`src/rtl/m_ext_pkg.sv`:
```
// Shared definitions for the RV32M scheduler: funct3 encodings, FSM states
// and the architectural special-case constants.
package m_ext_pkg;

    localparam logic [2:0] F3_MUL    = 3'b000;
    localparam logic [2:0] F3_MULH   = 3'b001;
    localparam logic [2:0] F3_MULHSU = 3'b010;
    localparam logic [2:0] F3_MULHU  = 3'b011;
    localparam logic [2:0] F3_DIV    = 3'b100;
    localparam logic [2:0] F3_DIVU   = 3'b101;
    localparam logic [2:0] F3_REM    = 3'b110;
    localparam logic [2:0] F3_REMU   = 3'b111;

    localparam logic [31:0] DIV_BY_ZERO_Q = 32'hFFFF_FFFF;
    localparam logic [31:0] INT_MIN       = 32'h8000_0000;

    typedef enum logic [2:0] {
        ST_IDLE,
        ST_WAIT_MUL,
        ST_WAIT_DIV,
        ST_DRAIN,
        ST_RESP
    } m_ext_state_t;

    // funct3[2] separates the divide group from the multiply group.
    function automatic logic is_div_op(input logic [2:0] funct3);
        return funct3[2];
    endfunction

endpackage

```
`src/rtl/m_ext_scheduler_if.sv`:
```
// Request/response channel between the execute stage (master) and the
// M-extension scheduler (slave).
interface m_ext_scheduler_if;

    logic        stb_i;
    logic [2:0]  funct3_i;
    logic [31:0] op_1_i;
    logic [31:0] op_2_i;
    logic        flush_i;
    logic [31:0] result_o;
    logic        ack_o;
    logic        busy_o;

    modport master (
        output stb_i, funct3_i, op_1_i, op_2_i, flush_i,
        input  result_o, ack_o, busy_o
    );

    modport slave (
        input  stb_i, funct3_i, op_1_i, op_2_i, flush_i,
        output result_o, ack_o, busy_o
    );

endinterface

```
`src/rtl/m_ext_special_case.sv`:
```
// Combinational detection of RV32M operations whose result is fixed by the
// ISA (divide-by-zero, signed overflow) or trivially zero (zero multiply).
module m_ext_special_case
    import m_ext_pkg::*;
#(
    parameter bit ENABLE_FAST_PATH = 1'b1
) (
    input  logic [2:0]  funct3,
    input  logic [31:0] op_1,
    input  logic [31:0] op_2,
    output logic        is_local,
    output logic [31:0] local_result
);

    // Classify the request; divide special cases are always resolved here.
    always_comb begin
        is_local     = 1'b0;
        local_result = '0;
        if (is_div_op(funct3)) begin
            if (op_2 == '0) begin
                is_local     = 1'b1;
                local_result = funct3[1] ? op_1 : DIV_BY_ZERO_Q;
            end else if (!funct3[0] && (op_1 == INT_MIN) && (op_2 == '1)) begin
                is_local     = 1'b1;
                local_result = funct3[1] ? '0 : INT_MIN;
            end
        end else if (ENABLE_FAST_PATH && ((op_1 == '0) || (op_2 == '0))) begin
            is_local     = 1'b1;
            local_result = '0;
        end
    end

endmodule

```
`src/rtl/m_ext_scheduler.sv`:
```
// RV32M sequencer: decodes funct3, resolves special cases locally and
// otherwise dispatches to the shared multiplier or divider, returning the
// result with a one-cycle ack. Supports flush with drain of an in-flight op.
module m_ext_scheduler
    import m_ext_pkg::*;
#(
    parameter bit ENABLE_FAST_PATH = 1'b1
) (
    input  logic               clk_i,
    input  logic               rst_i,
    m_ext_scheduler_if.slave   req,

    output logic               mul_stb_o,
    output logic [31:0]        mul_op_1_o,
    output logic [31:0]        mul_op_2_o,
    output logic               mul_op_1_is_signed_o,
    output logic               mul_op_2_is_signed_o,
    output logic               mul_result_upper_o,
    input  logic [31:0]        mul_result_i,
    input  logic               mul_ack_i,

    output logic               div_stb_o,
    output logic [31:0]        div_op_1_o,
    output logic [31:0]        div_op_2_o,
    output logic               div_is_signed_o,
    output logic               div_result_rem_o,
    input  logic [31:0]        div_result_i,
    input  logic               div_ack_i
);

    m_ext_state_t state;
    logic         pending_div;
    logic         is_local;
    logic [31:0]  local_result;

    m_ext_special_case #(
        .ENABLE_FAST_PATH(ENABLE_FAST_PATH)
    ) u_special_case (
        .funct3       (req.funct3_i),
        .op_1         (req.op_1_i),
        .op_2         (req.op_2_i),
        .is_local     (is_local),
        .local_result (local_result)
    );

    // Scheduler FSM with registered outputs; strobes and ack default low
    // so each is a single-cycle pulse.
    always_ff @(posedge clk_i) begin
        if (!rst_i) begin
            state                <= ST_IDLE;
            pending_div          <= 1'b0;
            req.result_o         <= '0;
            req.ack_o            <= 1'b0;
            req.busy_o           <= 1'b0;
            mul_stb_o            <= 1'b0;
            mul_op_1_o           <= '0;
            mul_op_2_o           <= '0;
            mul_op_1_is_signed_o <= 1'b0;
            mul_op_2_is_signed_o <= 1'b0;
            mul_result_upper_o   <= 1'b0;
            div_stb_o            <= 1'b0;
            div_op_1_o           <= '0;
            div_op_2_o           <= '0;
            div_is_signed_o      <= 1'b0;
            div_result_rem_o     <= 1'b0;
        end else begin
            mul_stb_o <= 1'b0;
            div_stb_o <= 1'b0;
            req.ack_o <= 1'b0;

            unique case (state)
                ST_IDLE: begin
                    if (req.stb_i && !req.flush_i) begin
                        req.busy_o <= 1'b1;
                        if (is_local) begin
                            req.result_o <= local_result;
                            req.ack_o    <= 1'b1;
                            state        <= ST_RESP;
                        end else if (is_div_op(req.funct3_i)) begin
                            div_op_1_o       <= req.op_1_i;
                            div_op_2_o       <= req.op_2_i;
                            div_is_signed_o  <= !req.funct3_i[0];
                            div_result_rem_o <= req.funct3_i[1];
                            div_stb_o        <= 1'b1;
                            pending_div      <= 1'b1;
                            state            <= ST_WAIT_DIV;
                        end else begin
                            mul_op_1_o           <= req.op_1_i;
                            mul_op_2_o           <= req.op_2_i;
                            mul_op_1_is_signed_o <= (req.funct3_i != F3_MULHU);
                            mul_op_2_is_signed_o <= !req.funct3_i[1];
                            mul_result_upper_o   <= (req.funct3_i != F3_MUL);
                            mul_stb_o            <= 1'b1;
                            pending_div          <= 1'b0;
                            state                <= ST_WAIT_MUL;
                        end
                    end
                end

                ST_WAIT_MUL: begin
                    if (mul_ack_i) begin
                        if (req.flush_i) begin
                            req.busy_o <= 1'b0;
                            state      <= ST_IDLE;
                        end else begin
                            req.result_o <= mul_result_i;
                            req.ack_o    <= 1'b1;
                            state        <= ST_RESP;
                        end
                    end else if (req.flush_i) begin
                        state <= ST_DRAIN;
                    end
                end

                ST_WAIT_DIV: begin
                    if (div_ack_i) begin
                        if (req.flush_i) begin
                            req.busy_o <= 1'b0;
                            state      <= ST_IDLE;
                        end else begin
                            req.result_o <= div_result_i;
                            req.ack_o    <= 1'b1;
                            state        <= ST_RESP;
                        end
                    end else if (req.flush_i) begin
                        state <= ST_DRAIN;
                    end
                end

                // Only the ack of the unit that was started ends the drain.
                ST_DRAIN: begin
                    if (pending_div ? div_ack_i : mul_ack_i) begin
                        req.busy_o <= 1'b0;
                        state      <= ST_IDLE;
                    end
                end

                ST_RESP: begin
                    req.busy_o <= 1'b0;
                    state      <= ST_IDLE;
                end

                default: begin
                    req.busy_o <= 1'b0;
                    state      <= ST_IDLE;
                end
            endcase
        end
    end

endmodule
```
`src/flat_wrapper.sv`:
```
// flat-port wrapper written by rule: the top's interface ports become plain ports
module m_ext_scheduler_flat import m_ext_pkg::*;
#(
    parameter bit ENABLE_FAST_PATH = 1'b1
)
  (clk_i, rst_i, mul_stb_o, mul_op_1_o, mul_op_2_o, mul_op_1_is_signed_o, mul_op_2_is_signed_o, mul_result_upper_o, mul_result_i, mul_ack_i, div_stb_o, div_op_1_o, div_op_2_o, div_is_signed_o, div_result_rem_o, div_result_i, div_ack_i, req_stb_i, req_funct3_i, req_op_1_i, req_op_2_i, req_flush_i, req_result_o, req_ack_o, req_busy_o);
  m_ext_scheduler_if req_i ();
  input  logic clk_i;
  input  logic rst_i;
  output logic mul_stb_o;
  output logic [31:0] mul_op_1_o;
  output logic [31:0] mul_op_2_o;
  output logic mul_op_1_is_signed_o;
  output logic mul_op_2_is_signed_o;
  output logic mul_result_upper_o;
  input  logic [31:0] mul_result_i;
  input  logic mul_ack_i;
  output logic div_stb_o;
  output logic [31:0] div_op_1_o;
  output logic [31:0] div_op_2_o;
  output logic div_is_signed_o;
  output logic div_result_rem_o;
  input  logic [31:0] div_result_i;
  input  logic div_ack_i;
  input wire logic [$bits(req_i.stb_i)-1:0] req_stb_i;
  input wire logic [$bits(req_i.funct3_i)-1:0] req_funct3_i;
  input wire logic [$bits(req_i.op_1_i)-1:0] req_op_1_i;
  input wire logic [$bits(req_i.op_2_i)-1:0] req_op_2_i;
  input wire logic [$bits(req_i.flush_i)-1:0] req_flush_i;
  output wire logic [$bits(req_i.result_o)-1:0] req_result_o;
  output wire logic [$bits(req_i.ack_o)-1:0] req_ack_o;
  output wire logic [$bits(req_i.busy_o)-1:0] req_busy_o;
  assign req_i.stb_i = req_stb_i;
  assign req_i.funct3_i = req_funct3_i;
  assign req_i.op_1_i = req_op_1_i;
  assign req_i.op_2_i = req_op_2_i;
  assign req_i.flush_i = req_flush_i;
  assign req_result_o = req_i.result_o;
  assign req_ack_o = req_i.ack_o;
  assign req_busy_o = req_i.busy_o;
  m_ext_scheduler #(.ENABLE_FAST_PATH(ENABLE_FAST_PATH)) u_core (.clk_i(clk_i), .rst_i(rst_i), .req(req_i), .mul_stb_o(mul_stb_o), .mul_op_1_o(mul_op_1_o), .mul_op_2_o(mul_op_2_o), .mul_op_1_is_signed_o(mul_op_1_is_signed_o), .mul_op_2_is_signed_o(mul_op_2_is_signed_o), .mul_result_upper_o(mul_result_upper_o), .mul_result_i(mul_result_i), .mul_ack_i(mul_ack_i), .div_stb_o(div_stb_o), .div_op_1_o(div_op_1_o), .div_op_2_o(div_op_2_o), .div_is_signed_o(div_is_signed_o), .div_result_rem_o(div_result_rem_o), .div_result_i(div_result_i), .div_ack_i(div_ack_i));
endmodule
```
`config.mk`:
```
export PLATFORM = sky130hd
export DESIGN_NAME = m_ext_scheduler_flat
export DESIGN_NICKNAME = d
export VERILOG_FILES = /design/src/rtl/m_ext_pkg.sv /design/src/rtl/m_ext_scheduler_if.sv /design/src/rtl/m_ext_special_case.sv /design/src/rtl/m_ext_scheduler.sv /design/src/flat_wrapper.sv
export SDC_FILE = /design/constraint.sdc
export NUM_CORES = 1
export LEC_CHECK = 0
export ABC_AREA = 1
export BUFFER_PORTS_ARGS = -buffer_cell sky130_fd_sc_hd__buf_2
export CAP_MARGIN = 10
export CORE_MARGIN = 5
export CORE_UTILIZATION = 45
export CTS_CLUSTER_SIZE = 28
export DETAILED_ROUTE_END_ITERATION = 6
export HOLD_SLACK_MARGIN = 0.03
export PLACE_DENSITY = 0.73
export SLEW_MARGIN = 30
export SYNTH_ARGS = -nofsm -noshare
export SYNTH_HDL_FRONTEND = slang
export SYNTH_SLANG_ARGS = --single-unit
```
`constraint.sdc`:
```
create_clock -name clk_i -period 2.7 [get_ports clk_i]
set_clock_uncertainty 0.1 [all_clocks]
set_input_delay 0.405 -clock clk_i [delete_from_list [all_inputs] [get_ports clk_i]]
set_output_delay 0.405 -clock clk_i [all_outputs]
set_load 0.005 [all_outputs]
```
Yosys cells after proc, flatten, opt, wreduce, memory -nomap -nowiden
Index checks and enable logic that the tools add are counted.
{"block": "classes", "eq_ne": 13, "n_mux": 40, "n_bitwise": 5, "reduce_logical": 19}
{"cell": "two-way mux 32 bit", "count": 11}
{"cell": "case mux 32 bit (3 select lines)", "count": 1}
{"cell": "equality test 32 bit, second input constant", "count": 2}
{"cell": "zero test 32 bit", "count": 2}
{"cell": "two-way mux 3 bit", "count": 7}
{"cell": "two-way mux 1 bit", "count": 17}
{"cell": "case mux 3 bit (4 select lines)", "count": 1}
{"cell": "AND reduction 4 bit", "count": 3}
{"cell": "inequality test 2 bit, second input constant", "count": 4}
{"cell": "AND reduction 7 bit", "count": 1}
{"cell": "equality test 3 x 2 -> 1 bit, second input constant", "count": 2}
{"cell": "inequality test 2 x 1 -> 1 bit, second input constant", "count": 3}
{"cell": "nonzero test 3 bit", "count": 2}
{"cell": "NOT 1 bit", "count": 5}
{"cell": "case mux 1 bit (4 select lines)", "count": 1}
{"cell": "OR reduction 4 bit", "count": 1}
{"cell": "equality test 3 x 1 -> 1 bit, second input constant", "count": 1}
{"cell": "logical AND 1 bit", "count": 3}
{"cell": "zero test 1 bit", "count": 3}
{"cell": "zero test 3 bit", "count": 1}
{"cell": "inequality test 3 x 2 -> 1 bit, second input constant", "count": 1}
{"cell": "case mux 1 bit (3 select lines)", "count": 1}
{"cell": "AND reduction 3 bit", "count": 1}
{"cell": "two-way mux 2 bit", "count": 1}
{"cell": "other kinds (2)", "count": 2}
{"block": "word_totals", "ff_bits": 173, "in_bits": 137, "out_inout_bits": 169}

Logic depth before layout (Yosys ltp)
{"block": "logic_depth", "word_depth": 9, "depth_mapped": 13, "depth_no_buf": 12}

Modules after synthesis
Synthesis repeated with hierarchy kept, for this count alone.
{"block": "unflattened", "cells_unflattened": 1167, "hier_area_um2": 7671.1}
{"module": "m_ext_scheduler", "instances": 1, "cells_each": 994, "area_each_um2": 6894.1}
{"module": "m_ext_special_case", "instances": 1, "cells_each": 173, "area_each_um2": 777.0}

Least setup slack after synthesis
No wires, ideal clock.
{"block": "synth_timing", "path_kind": "input -> register", "from": "in req_op_2_i[15]", "to": "reg u_core.req.result_o[10]", "setup_ns": 0.115, "arrival_ns": 1.680, "required_ns": 2.485, "path_slack_ns": 0.805, "path_stages": 12, "path_cell_list": "nor2_1 -> nand2_1 -> nor2_1 -> nand2_1 -> nor2_4 -> nor2_2 -> nand3_1 -> buf_2 -> clkbuf_1 -> nand3_1 -> nand2_1 -> nor2_1"}
{"block": "synth_between", "elab_chain_len": 8}
{"item": "from (decl)", "line_no": "flat_wrapper.sv:28", "text": "input wire logic [$bits(req_i.op_2_i)-1:0] req_op_2_i;"}
{"item": "equality test 32 bit", "line_no": "m_ext_special_case.sv:23", "text": "end else if (!funct3[0] && (op_1 == INT_MIN) && (op_2 == '1)) begin"}
{"item": "logical AND 1 bit", "line_no": "m_ext_special_case.sv:23"}
{"item": "two-way mux 32 bit", "line_no": "m_ext_special_case.sv:23"}
{"item": "two-way mux 32 bit", "line_no": "m_ext_special_case.sv:20", "text": "if (op_2 == '0) begin"}
{"item": "two-way mux 32 bit", "line_no": "m_ext_special_case.sv:19", "text": "if (is_div_op(funct3)) begin"}
{"item": "two-way mux 32 bit", "line_no": "m_ext_scheduler.sv:75", "text": "if (is_local) begin"}
{"item": "two-way mux 32 bit", "line_no": "m_ext_scheduler.sv:73", "text": "if (req.stb_i && !req.flush_i) begin"}
{"item": "case mux 32 bit (3 select lines)", "line_no": "m_ext_scheduler.sv:71", "text": "unique case (state)"}
{"item": "to (signal assigned)", "line_no": "m_ext_scheduler.sv:76", "text": "req.result_o <= local_result;"}
{"item": "to (signal assigned)", "line_no": "m_ext_scheduler.sv:106", "text": "req.result_o <= mul_result_i;"}
{"item": "to (signal assigned)", "line_no": "m_ext_scheduler.sv:121", "text": "req.result_o <= div_result_i;"}
{"item": "to (decl)", "line_no": "m_ext_scheduler_if.sv:21", "text": "output result_o, ack_o, busy_o"}
Parallel ways exist; a longest one is shown, timed or not. The select of a mux whose other input is x is not followed.
A chain may end at the register's enable or synchronous reset.

Worst setup path in the final report
{"block": "layout_timing", "from": "reg u_core.state[2]", "to": "reg u_core.div_op_1_o[21]"}
{"block": "layout_between", "elab_chain_len": 2}
{"item": "from (decl)", "line_no": "m_ext_scheduler.sv:31", "text": "m_ext_state_t state;"}
{"item": "from (signal assigned)", "line_no": "m_ext_scheduler.sv:50", "text": "state <= ST_IDLE;"}
{"item": "from (signal assigned)", "line_no": "m_ext_scheduler.sv:78", "text": "state <= ST_RESP;"}
{"item": "from (signal assigned)", "line_no": "m_ext_scheduler.sv:86", "text": "state <= ST_WAIT_DIV;"}
{"item": "zero test 3 bit", "line_no": "m_ext_scheduler.sv:71"}
{"item": "AND reduction 4 bit (no source line)"}
{"item": "to (signal assigned)", "line_no": "m_ext_scheduler.sv:80", "text": "div_op_1_o <= req.op_1_i;"}
{"item": "to (decl)", "line_no": "m_ext_scheduler.sv:23", "text": "output logic [31:0] div_op_1_o,"}
Every way passes these cells.

==> impl_metrics.tcl <==
set metrics [dict create \
    viasPerCell 5.174 \
    hold_viol_final 0 \
    syn2layout_area_growth_pct 29.43 \
    crit_type "flop to flop" \
    syn_nets 1261 \
    r2r-start "u_core.state[2]" \
    slew-limit-headroom_pct 62.88 \
    setup_viol 0 \
    io_buffers 305 \
    power.leakage_uw 0.004750 \
    place_inst 1590 \
    die_w_um 140.4 \
    yosys.area.top_type "dfxtp_1" \
    regArea_sq_mm 0.003463 \
    yosys.cell_types.count 27 \
    grt_pass1_vias 7586 \
    layout_min_cycle_time_ns 2.336 \
    period_share_pct 86.52 \
    cts_sinks 173 \
    first_pass_iters 6 \
    cts_tree "built" \
    clk_pin_slew_worst_paths_ns 0.06 \
    vdd_drop_max_mv 0.4965 \
    tightest_slew_ns 0.5561 \
    rsz0062_at_grt "false" \
    hp-start "req_funct3_i[0]" \
    rows 47 \
    power.total_uw 6625 \
    cp_max_fo 49 \
    startpoint "u_core.state[2]" \
    overflow 0 \
    drtAntennaViolNets 0 \
    grt_start_max_net_pins 73 \
    core_area_sq_mm 0.01664 \
    wl_met2_mm 12.59 \
    report.final.slew_viol_count 0 \
    yosysWarnings 0 \
    antenna_found_initial 1 \
    fin_tns_setup_ns 0 \
    place.gp.congestion 0.8271 \
    clkLatencyLatePin_ns 0.42 \
    track_usage_pct 25.94 \
    syn-cell-area_sq_mm 0.007654 \
    power_density_mw_per_mm2 668.8 \
    root_buffer "clkbuf_16" \
    required_ns 2.96 \
    cts_hold_buf 0 \
    yosys.area.top_type_share_pct 45.25 \
    wl_met1_mm 11.58 \
    via_count 8393 \
    multi_input_area_sq_mm 0.003680 \
    synth-seq-cells 173 \
    h-tree-depth 4 \
    cts_buffers 17 \
    yosysSeqAreaShare_pct 45.25 \
    wl_met3_mm 1.934 \
    fillers 1663 \
    topRoutingLayerUsed "met5" \
    hold_path_class "input port to flop" \
    synth_area_leaders "dfxtp_1 (45%), nor2_1 (17%), o21ai_0 (7.2%)" \
    ctsResizeCount 0 \
    post_cts_buffers 0 \
    dp_hpwl_mm 19.50 \
    setup.worst_path.end_class "flop" \
    grt_pass1_wl_mm 41.48 \
    io_pins 306 \
    synthCells 1124 \
    nets 1526 \
    cts_buffer_depth 2 \
    antenna_cells 0 \
    worstSetupStartpointType "flop" \
    drcViolationCount 0 \
    utilization_pct 59.52 \
    syn_avg_cell_area_sq_um 6.809 \
    arrival_ns 2.59 \
    drtIter0Drc 618 \
    totalWireLength_mm 26.79 \
    die_h_um 140.4 \
    drive_gt1_share_pct 27.25 \
    start_util_pct 45.99 \
    status "finished, final reports clean" \
    maxCapViolations 0 \
    fin_cells 1622 \
    post_drt_wl_per_cell_um 16.51 \
    fmax_mhz 428.1 \
    dieArea_sq_mm 0.01972 \
]
[routing by layer]
metal	vias to the layer above	track usage, %
met5	-	0
met4	2	8.108
met3	47	5.965
met2	313	41.71
met1	3828	34.66
li1	4203	-
[power by group]
| group | internal [uW] | switching [uW] | total [uW] |
|---|---|---|---|
| logic | 527 | 863 | 1390 |
| clock network | 1330 | 1050 | 2380 |
| registers | 2750 | 101 | 2850 |
| total | 4610 | 2020 | 6630 |
[cell usage after synthesis (all sizes together)]
cell type,instances
nor4,1
buf,36
o21bai,1
nand4,7
a31oi,18
nand2,132
dfxtp,173
nand3,106
o21ai,135
nor3,4
or2,8
o22ai,1
inv,40
a21oi,73
a211oi,2
nor2b,1
nor2,341
clkbuf,45
[sequential cells by signal, summed over array words and instances (netlist names), 3 cells and up]
register,flops
u_core.div_op_1_o,32
u_core.div_op_2_o,32
u_core.mul_op_1_o,32
u_core.mul_op_2_o,32
u_core.req.result_o,32
u_core.state,3
[layout by cell type, fill, tap and decap left out, types with 5 or more instances in the layout]
| cell | instances |
|---|---|
| o21ai_1 | 25 |
| clkbuf_16 | 17 |
| nand4_1 | 6 |
| a21oi_1 | 73 |
| buf_12 | 6 |
| nor2_1 | 337 |
| or2_2 | 8 |
| buf_4 | 17 |
| clkinvlp_4 | 5 |
| buf_2 | 304 |
| inv_2 | 6 |
| o21ai_0 | 110 |
| nand3_1 | 104 |
| a31oi_1 | 18 |
| inv_1 | 34 |
| dfxtp_1 | 173 |
| nand2_1 | 129 |
[cells by family after synthesis]
group | count (synthesis) | share of synthesized area (%)
buffers and inverters | 121 | 6.915
flip-flops | 173 | 45.25
AO/OA/AOI/OAI | 230 | 15.61
AND/OR/NAND/NOR | 600 | 32.22
[final timing paths]
check	slack [ns]	to	depth (start not counted)
worst max-delay path	0.36	u_core.div_op_1_o[21]	8
worst min-delay path	0.13	u_core.mul_result_upper_o	3
worst max register to register	0.36	u_core.div_op_1_o[21]	8
worst min register to register	0.36	u_core.mul_op_2_is_signed_o	2
[through the flow]
step | instance area [sq um] | setup slack [ns] | hold WS (ns)
2_1_floorplan | 7654 | 0.8046 | 0.3613
3_3_place_gp | 9338 | 0.3838 | 0.3519
3_5_place_dp | 9338 | 0.3510 | 0.3584
4_1_cts | 9906 | 0.3654 | 0.1128
5_1_grt | 9906 | 0.1602 | 0.1528
6_report | 9906 | 0.3639 | 0.1305
[layout make-up]
cell class / count / area share [%]
clock inverter: 11 / 1.086
timing repair buffer: 327 / 17.86
inverter: 40 / 1.516
multi-input combinational: 830 / 37.15
tap: 220 / 2.779
clock buffer: 21 / 4.648
sequential: 173 / 34.96
[worst max-delay path, cell delays in order (launching register included)]
cell	delay, ns
dfxtp_1	0.34
nor2_2	0.39
nand2_1	0.25
nor2_1	0.25
nand4_4	0.13
inv_2	0.31
buf_12	0.28
nor2_1	0.07
nor2_1	0.11
Note: power is estimated with default switching activity, not from simulation.
